`src/rtl/stage_memory.sv`:
```
// Pipeline MEM stage: data-memory access over req/gnt/rvalid with byte-lane steering,
// load extension, misalignment/timeout faults and the MEM/WB result register.
module stage_memory #(
    parameter logic [1:0]  LOAD_SRC       = 2'b01,
    parameter int unsigned TIMEOUT_CYCLES = 255
) (
    input  logic        clk,
    input  logic        rst_n,
    input  logic [31:0] execute_alu_result,
    input  logic [31:0] execute_wr_datamem_data,
    input  logic        execute_datamem_wr_enable,
    input  logic [1:0]  execute_result_src,
    input  logic [2:0]  execute_funct3,
    input  logic [4:0]  execute_rd,
    input  logic        execute_regfile_wr_enable,
    input  logic [31:0] execute_instr_addr_plus,
    output logic        mem_stall,
    output logic        dmem_req,
    output logic        dmem_we,
    output logic [31:0] dmem_addr,
    output logic [3:0]  dmem_be,
    output logic [31:0] dmem_wdata,
    input  logic        dmem_gnt,
    input  logic        dmem_rvalid,
    input  logic [31:0] dmem_rdata,
    output logic [4:0]  mem_rd,
    output logic        mem_regfile_wr_enable,
    output logic [31:0] mem_alu_result,
    output logic [31:0] mem_read_data,
    output logic [1:0]  mem_result_src,
    output logic [31:0] mem_instr_addr_plus,
    output logic        mem_misaligned,
    output logic        mem_bus_error
);

    typedef enum logic [1:0] {
        IDLE        = 2'd0,
        WAIT_GNT    = 2'd1,
        WAIT_RVALID = 2'd2
    } state_t;

    localparam logic [7:0] TO_LAST = 8'(TIMEOUT_CYCLES - 1);

    function automatic logic access_legal(input logic [2:0] f3, input logic [1:0] off);
        case (f3)
            3'b000, 3'b100: access_legal = 1'b1;
            3'b001, 3'b101: access_legal = ~off[0];
            3'b010:         access_legal = (off == 2'b00);
            default:        access_legal = 1'b0;
        endcase
    endfunction

    function automatic logic [3:0] lane_be(input logic [1:0] size, input logic [1:0] off);
        case (size)
            2'b00:   lane_be = 4'b0001 << off;
            2'b01:   lane_be = 4'b0011 << {off[1], 1'b0};
            default: lane_be = 4'b1111;
        endcase
    endfunction

    function automatic logic [31:0] lane_wdata(input logic [1:0] size, input logic [31:0] d);
        case (size)
            2'b00:   lane_wdata = {4{d[7:0]}};
            2'b01:   lane_wdata = {2{d[15:0]}};
            default: lane_wdata = d;
        endcase
    endfunction

    function automatic logic [31:0] load_extend(input logic [2:0] f3, input logic [1:0] off,
                                                input logic [31:0] rdata);
        logic [31:0] shifted;
        logic [7:0]  b;
        logic [15:0] h;
        shifted = rdata >> {off, 3'b000};
        b = shifted[7:0];
        h = off[1] ? rdata[31:16] : rdata[15:0];
        case (f3)
            3'b000:  load_extend = {{24{b[7]}}, b};
            3'b001:  load_extend = {{16{h[15]}}, h};
            3'b100:  load_extend = {24'h0, b};
            3'b101:  load_extend = {16'h0, h};
            default: load_extend = rdata;
        endcase
    endfunction

    state_t     state_q, state_d;
    logic [7:0] cnt_q, cnt_d;
    logic       req, stall, abort, load_done;

    logic is_store, is_load, access, legal, misaligned;

    assign is_store   = execute_datamem_wr_enable;
    assign is_load    = ~is_store && (execute_result_src == LOAD_SRC);
    assign access     = is_store || is_load;
    assign legal      = access_legal(execute_funct3, execute_alu_result[1:0]);
    assign misaligned = access && ~legal;

    // Address and lane steering depend only on the (frozen) execute inputs, so
    // they stay stable for the whole life of an outstanding request.
    assign dmem_we    = is_store;
    assign dmem_addr  = {execute_alu_result[31:2], 2'b00};
    assign dmem_be    = lane_be(execute_funct3[1:0], execute_alu_result[1:0]);
    assign dmem_wdata = lane_wdata(execute_funct3[1:0], execute_wr_datamem_data);
    assign dmem_req   = req & rst_n;
    assign mem_stall  = stall & rst_n;

    always_comb begin
        state_d   = state_q;
        cnt_d     = cnt_q;
        req       = 1'b0;
        stall     = 1'b0;
        abort     = 1'b0;
        load_done = 1'b0;
        case (state_q)
            IDLE: begin
                if (access && legal) begin
                    req = 1'b1;
                    if (!dmem_gnt) begin
                        state_d = WAIT_GNT;
                        cnt_d   = 8'd0;
                        stall   = 1'b1;
                    end else if (is_load) begin
                        state_d = WAIT_RVALID;
                        cnt_d   = 8'd0;
                        stall   = 1'b1;
                    end
                end
            end
            WAIT_GNT: begin
                req = 1'b1;
                if (dmem_gnt) begin
                    if (is_load) begin
                        state_d = WAIT_RVALID;
                        cnt_d   = 8'd0;
                        stall   = 1'b1;
                    end else begin
                        state_d = IDLE;
                    end
                end else if (cnt_q == TO_LAST) begin
                    abort   = 1'b1;
                    state_d = IDLE;
                end else begin
                    cnt_d = cnt_q + 8'd1;
                    stall = 1'b1;
                end
            end
            WAIT_RVALID: begin
                if (dmem_rvalid) begin
                    load_done = 1'b1;
                    state_d   = IDLE;
                end else if (cnt_q == TO_LAST) begin
                    abort   = 1'b1;
                    state_d = IDLE;
                end else begin
                    cnt_d = cnt_q + 8'd1;
                    stall = 1'b1;
                end
            end
            default: state_d = IDLE;
        endcase
    end

    always_ff @(posedge clk or negedge rst_n) begin
        if (!rst_n) begin
            state_q <= IDLE;
            cnt_q   <= 8'd0;
        end else begin
            state_q <= state_d;
            cnt_q   <= cnt_d;
        end
    end

    // Stalled edges insert a bubble: write enable and fault pulses clear, data holds.
    always_ff @(posedge clk or negedge rst_n) begin
        if (!rst_n) begin
            mem_rd                <= 5'd0;
            mem_regfile_wr_enable <= 1'b0;
            mem_alu_result        <= 32'd0;
            mem_read_data         <= 32'd0;
            mem_result_src        <= 2'd0;
            mem_instr_addr_plus   <= 32'd0;
            mem_misaligned        <= 1'b0;
            mem_bus_error         <= 1'b0;
        end else if (stall) begin
            mem_regfile_wr_enable <= 1'b0;
            mem_misaligned        <= 1'b0;
            mem_bus_error         <= 1'b0;
        end else begin
            mem_rd                <= execute_rd;
            mem_regfile_wr_enable <= execute_regfile_wr_enable & ~misaligned & ~abort;
            mem_alu_result        <= execute_alu_result;
            mem_result_src        <= execute_result_src;
            mem_instr_addr_plus   <= execute_instr_addr_plus;
            mem_misaligned        <= misaligned;
            mem_bus_error         <= abort;
            if (load_done) begin
                mem_read_data <= load_extend(execute_funct3, execute_alu_result[1:0], dmem_rdata);
            end
        end
    end

endmodule

```
`config.mk`:
```
export PLATFORM = sky130hd
export DESIGN_NAME = stage_memory
export DESIGN_NICKNAME = d
export VERILOG_FILES = /design/src/rtl/stage_memory.sv
export SDC_FILE = /design/constraint.sdc
export NUM_CORES = 1
export LEC_CHECK = 0
export ABC_AREA = 1
export ABC_CLOCK_PERIOD_IN_PS = 5000
export BUFFER_PORTS_ARGS = -buffer_cell sky130_fd_sc_hd__buf_2
export CAP_MARGIN = 20
export CORE_AREA = 2 2 125 127
export CTS_CLUSTER_SIZE = 14
export DETAILED_ROUTE_END_ITERATION = 8
export DIE_AREA = 0 0 127 129
export HOLD_SLACK_MARGIN = 0.03
export PLACE_DENSITY = 0.82
export REMOVE_ABC_BUFFERS = 1
export SYNTH_ARGS = -nofsm -noshare
export SYNTH_HDL_FRONTEND = slang
export SYNTH_SLANG_ARGS = --single-unit
```
`constraint.sdc`:
```
create_clock -name clk -period 5 [get_ports clk]
set_input_delay 0.75 -clock clk [delete_from_list [all_inputs] [get_ports clk]]
set_output_delay 0.75 -clock clk [all_outputs]
set_load 0.05 [all_outputs]
```
# Word-level counts from Yosys, hierarchy flattened
# Index checks and enable logic that the tools add are counted.
# classes
add_sub_neg	1
n_eq_ne	12
shifts	3
muxes	38
bitwise	10
reduce_logical	14
# op_table
operator	n
$pmux 32 s4	1
$pmux 32 s2	1
$mux 8	6
$shr 32x5->8	1
$pmux 8 s3	1
$mux 16	1
$mux 1	15
$mux 2	7
$add 8x1->8 const B	1
$eq 8x8->1 const B	1
$pmux 4 s2	1
$eq 2x1->1 const B	3
$eq 3x3->1 const B	2
$logic_not 2->1	3
$not 1->1	6
$pmux 1 s3	2
$pmux 2 s3	1
$and 1x1->1	4
$ne 2x2->1 const B	2
$pmux 1 s2	2
$reduce_and 2->1	2
$reduce_or 2->1	2
$shl 1x2->4 const A	1
$shl 2x2->4 const A	1
other kinds (9)	11
# totals
ff_bits	116
inputBits	144
out_inout_bits	177
wordCells	88

# Longest topological paths before layout
# depth
depth_word	9
ltp_mapped	13
mapped_depth_nobuf	11

# Least setup slack after synthesis
# OpenSTA, ideal clock, no wires.
# synth_path
path_kind	input to output
startpoint	in execute_funct3[1]
endpoint	out mem_stall
arrival_ns	2.326
required_ns	4.250
setup_slack_ns	1.924
cell_stages	9
path_buffers	2
cell_sequence	buf_4 nor2_8 nor2_2 a21oi_2 nand4_1 nand2_1 nand2_2 buf_2 nor2_1
# synth_between
elab_chain_len	7
word_cells_on_any_way	12
classes_between	4 x eq/ne; 3 x mux; 1 x bitwise; 4 x reduce/logical
# synth_lines
element	line	source
from (decl)	13	input logic [2:0] execute_funct3,
$eq 3x3->1, or another cell as far along	45	case (f3)
$reduce_or 2->1	45	
$pmux 1 s3 (*)	45	
$logic_and 1x1->1 (*)	116	if (access && legal) begin
$mux 1 (*)	116	
$pmux 1 s3 (*)	114	case (state_q)
$and 1x1->1 (*)	105	assign mem_stall = stall & rst_n;
to (decl)	17	output logic mem_stall,
# Mark *: on every way between the ends. The rest lies on a longest branch, timed or not.

# Worst setup path in the final report
# layout_path
startpoint	in execute_alu_result[1]
endpoint	out mem_stall
# layout_between
elab_chain_len	6
# layout_lines
element	line	source
from (decl)	9	input logic [31:0] execute_alu_result,
$logic_not 2->1	48	3'b010: access_legal = (off == 2'b00);
$pmux 1 s3	45	
$logic_and 1x1->1	116	
$mux 1	116	
$pmux 1 s3	114	
$and 1x1->1	105	
# Every way passes these cells.

==> results.json <==
{
  "status": "finished, final reports clean",
  "avg_cell_area_syn_um2": 7.43,
  "max_cap_viol_count": 0,
  "die_h_um": 129,
  "cts_sinks": 116,
  "crit_required_ns": 4.25,
  "slew_headroom_pct": 31.1,
  "track_usage_pct": 23.5,
  "maximum_number_of_pins_on_one_net_before_global_route_repair": 67,
  "globalRouteMet1Util_pct": 26.4,
  "timing.critical_path.slowest_stage_cell": "sky130_fd_sc_hd__clkinv_1",
  "multi_input_comb_area_um2": 2620,
  "root_buffer": "sky130_fd_sc_hd__clkbuf_16",
  "fmax_ghz": 0.292,
  "rows": 45,
  "timing_hold_violations_final": 0,
  "drt-initial-drc-count": 354,
  "cts_tree": "done",
  "ys_types": 28,
  "fin_nets": 1260,
  "die_w_um": 127,
  "layout.cells.most_common": "sky130_fd_sc_hd__nand2_1",
  "firstDrtPassIters": 5,
  "holdWs_ns": 0.380,
  "type_of_the_setup_path_with_the_least_slack": "in -> out",
  "final_min_period_over_clock_period_pct": 68.5,
  "timing.final.setup_violations": 0,
  "gr-usage-met3_pct": 5.86,
  "cts-root-to-sink-buffers": 2,
  "rsz0062_at_grt": "false",
  "max_slew.worst_pin.slew_ns": 1.03,
  "period_needed_ns": 3.42,
  "yosysSeqAreaShare_pct": 46.0,
  "fraction_of_layout_instances_using_a_drive_strength_above_1_pct": 32.7,
  "worst_path_arrival_ns": 2.67,
  "worst_setup_path_start_kind": "primary input",
  "power_density_nw_per_um2": 693,
  "power.leakage_nw": 4.83,
  "final-max-slew-violation-count": 0,
  "cp_cell_sequence": "buf_2, clkinv_1, nand2_1, a21oi_2, nand4_1, nand2_1, nand2_4, nor2_1, buf_2",
  "synth-seq-cells": 116,
  "synthToLayoutAreaGrowth_pct": 30.1,
  "detail_route.vias_per_cell": 4.91,
  "number_of_antenna_violating_nets_in_the_routed_design": 0,
  "critPathLaunch": "execute_alu_result[1]",
  "core_region_area_um2": 15000,
  "path_buf_inv": 3,
  "place.detailed.instances": 1278,
  "cts.htree.levels": 4,
  "final_core_area_utilization_pct": 54.8,
  "routed_wl_um": 19800,
  "timing.rr.start": "state_q[0]$_DFFE_PN0P_",
  "ir_worst_vdd_mv": 0.343,
  "via_count_of_the_first_global_routing_pass": 5960,
  "clk-insertion-delay-late_ns": 0.42,
  "syn-instance-count": 849,
  "pin_count": 321,
  "post_synth_main_area_contributors": "sky130_fd_sc_hd__dfrtp_1 46%, sky130_fd_sc_hd__nand2_1 23%, sky130_fd_sc_hd__buf_4 5.5%, sky130_fd_sc_hd__nand3_1 4.1%, sky130_fd_sc_hd__inv_1 2.9%",
  "fp.dieArea_um2": 16400,
  "worst_clock_skew_ns": 0.0102,
  "grt_util_met2_pct": 43.2,
  "hold_buffers": 0,
  "vias": 6437,
  "post_cts_buffers": 0,
  "fin_setup_tns_ns": 0,
  "crit_path_max_incr_delay_ns": 0.40,
  "post-dp-hpwl_um": 14700,
  "gp_congestion": 0.910,
  "post_route_drc": 0,
  "post_cts_resize_count": 0,
  "io_buffer_count": 318,
  "post-synth-top-area-cell": "sky130_fd_sc_hd__dfrtp_1",
  "grt_antenna_before_repair": 1,
  "syn_area_um2": 6310,
  "worst_setup_hold_path_clk_slew_ns": 0.05,
  "ff_latch_area_um2": 2900,
  "antennaDiodeCount": 0,
  "final.fill_count": 1431,
  "start_util_pct": 42.1,
  "critPathTopFamily": "buffers and inverters",
  "overflow": 0,
  "synthDominantCellAreaShare_pct": 46.0,
  "setup.worst_path.end_class": "output port",
  "yosysWarnings": 0,
  "critPathMaxFanout": 41,
  "number_of_buffers_created_by_cts": 17,
  "detail_route.wl_per_cell_um": 15.1,
  "mostFrequentLayoutCells": "390 x sky130_fd_sc_hd__nand2_1, 317 x sky130_fd_sc_hd__buf_2, 116 x sky130_fd_sc_hd__dfrtp_1",
  "grt_first_pass_wirelength_um": 30000,
  "final_cells": 1311,
  "gr-max-usage-layer": "met2",
  "worst_hold_path_type": "in -> async"
}
[routing by layer]
layer / up-vias / part of all wire [%]
met1: 2938 / 39
li1: 3161 / -
met4: 0 / 2.4
met3: 38 / 6.9
met5: - / 0
met2: 300 / 52
[flip-flops by register name, indices dropped and copies added, names as in the netlist]
register / cells
mem_bus_error: 1
state_q: 2
mem_alu_result: 32
mem_misaligned: 1
mem_rd: 5
mem_result_src: 2
cnt_q: 8
mem_instr_addr_plus: 32
mem_regfile_wr_enable: 1
mem_read_data: 32
[synthesized netlist by cell type, drive strengths merged]
master  instances
a21oi          32
a31oi           2
buf            71
clkbuf         11
clkinv          2
conb            1
dfrtp         116
ha              6
inv            51
nand2         392
nand3          52
nand4           2
nor2           39
nor3            2
o211ai         23
o21ai          35
o21bai          6
o22ai           1
or2             5
[path summary, 6_finish.rpt]
check	end	slack (ns)	cells past startpoint
min in group clk	mem_alu_result[31]$_DFFE_PN0N_	0.46	2
max in group asynchronous	mem_instr_addr_plus[17]$_DFFE_PN0N_	3.31	2
min reg2reg	mem_alu_result[31]$_DFFE_PN0N_	0.46	2
min	mem_read_data[7]$_DFFE_PN0P_	0.38	1
max	mem_stall	1.58	9
max reg2reg	mem_instr_addr_plus[22]$_DFFE_PN0N_	2.09	12
[final cells by class]
class | count | share of cell area (%)
Timing Repair Buffer | 323 | 20.1
Clock inverter | 13 | 1.94
Sequential cell | 116 | 35.3
Inverter | 53 | 2.42
Clock buffer | 19 | 5.39
Multi-Input combinational cell | 599 | 31.9
Tap cell | 188 | 2.86
[where the power goes]
| part | internal (mW) | total (mW) | switching, mW |
|---|---|---|---|
| logic | 0.593 | 2.94 | 2.34 |
| registers | 1.32 | 1.53 | 0.213 |
| clock network | 0.793 | 1.22 | 0.431 |
[cells by family (layout without fill, tap and decap cells)]
group	Yosys count	after routing	share of synthesized area (%)
AND/OR/NAND/NOR	492	492	31.0
adder cells (fa/ha/maj)	6	6	1.19
other	1	2	0.0594
AO/OA/AOI/OAI	99	99	9.12
buffers and inverters	135	408	12.6
flip-flops	116	116	46.0
[worst reg2reg max path, stage by stage, from the launching register on]
cell and delay [ns]:
sky130_fd_sc_hd__dfrtp_1 0.42, sky130_fd_sc_hd__inv_1 0.12, sky130_fd_sc_hd__ha_1 0.18, sky130_fd_sc_hd__inv_1 0.05
sky130_fd_sc_hd__or2_2 0.28, sky130_fd_sc_hd__a21oi_1 0.17, sky130_fd_sc_hd__a21oi_1 0.06, sky130_fd_sc_hd__nand2_1 0.10
sky130_fd_sc_hd__nand2_4 0.26, sky130_fd_sc_hd__inv_2 0.66, sky130_fd_sc_hd__buf_4 0.37, sky130_fd_sc_hd__nand2_1 0.09
sky130_fd_sc_hd__nand2_1 0.07
[through the flow]
stage,power [mW],worst slack (ns),instance area (um^2)
floorplan,3.59,1.25,5720
global placement,4.43,1.49,7580
detailed placement,4.48,1.42,7580
CTS,5.72,1.61,8180
global route,5.99,1.43,8210
finish,5.69,1.58,8210
(Power assumes the default switching activity.)
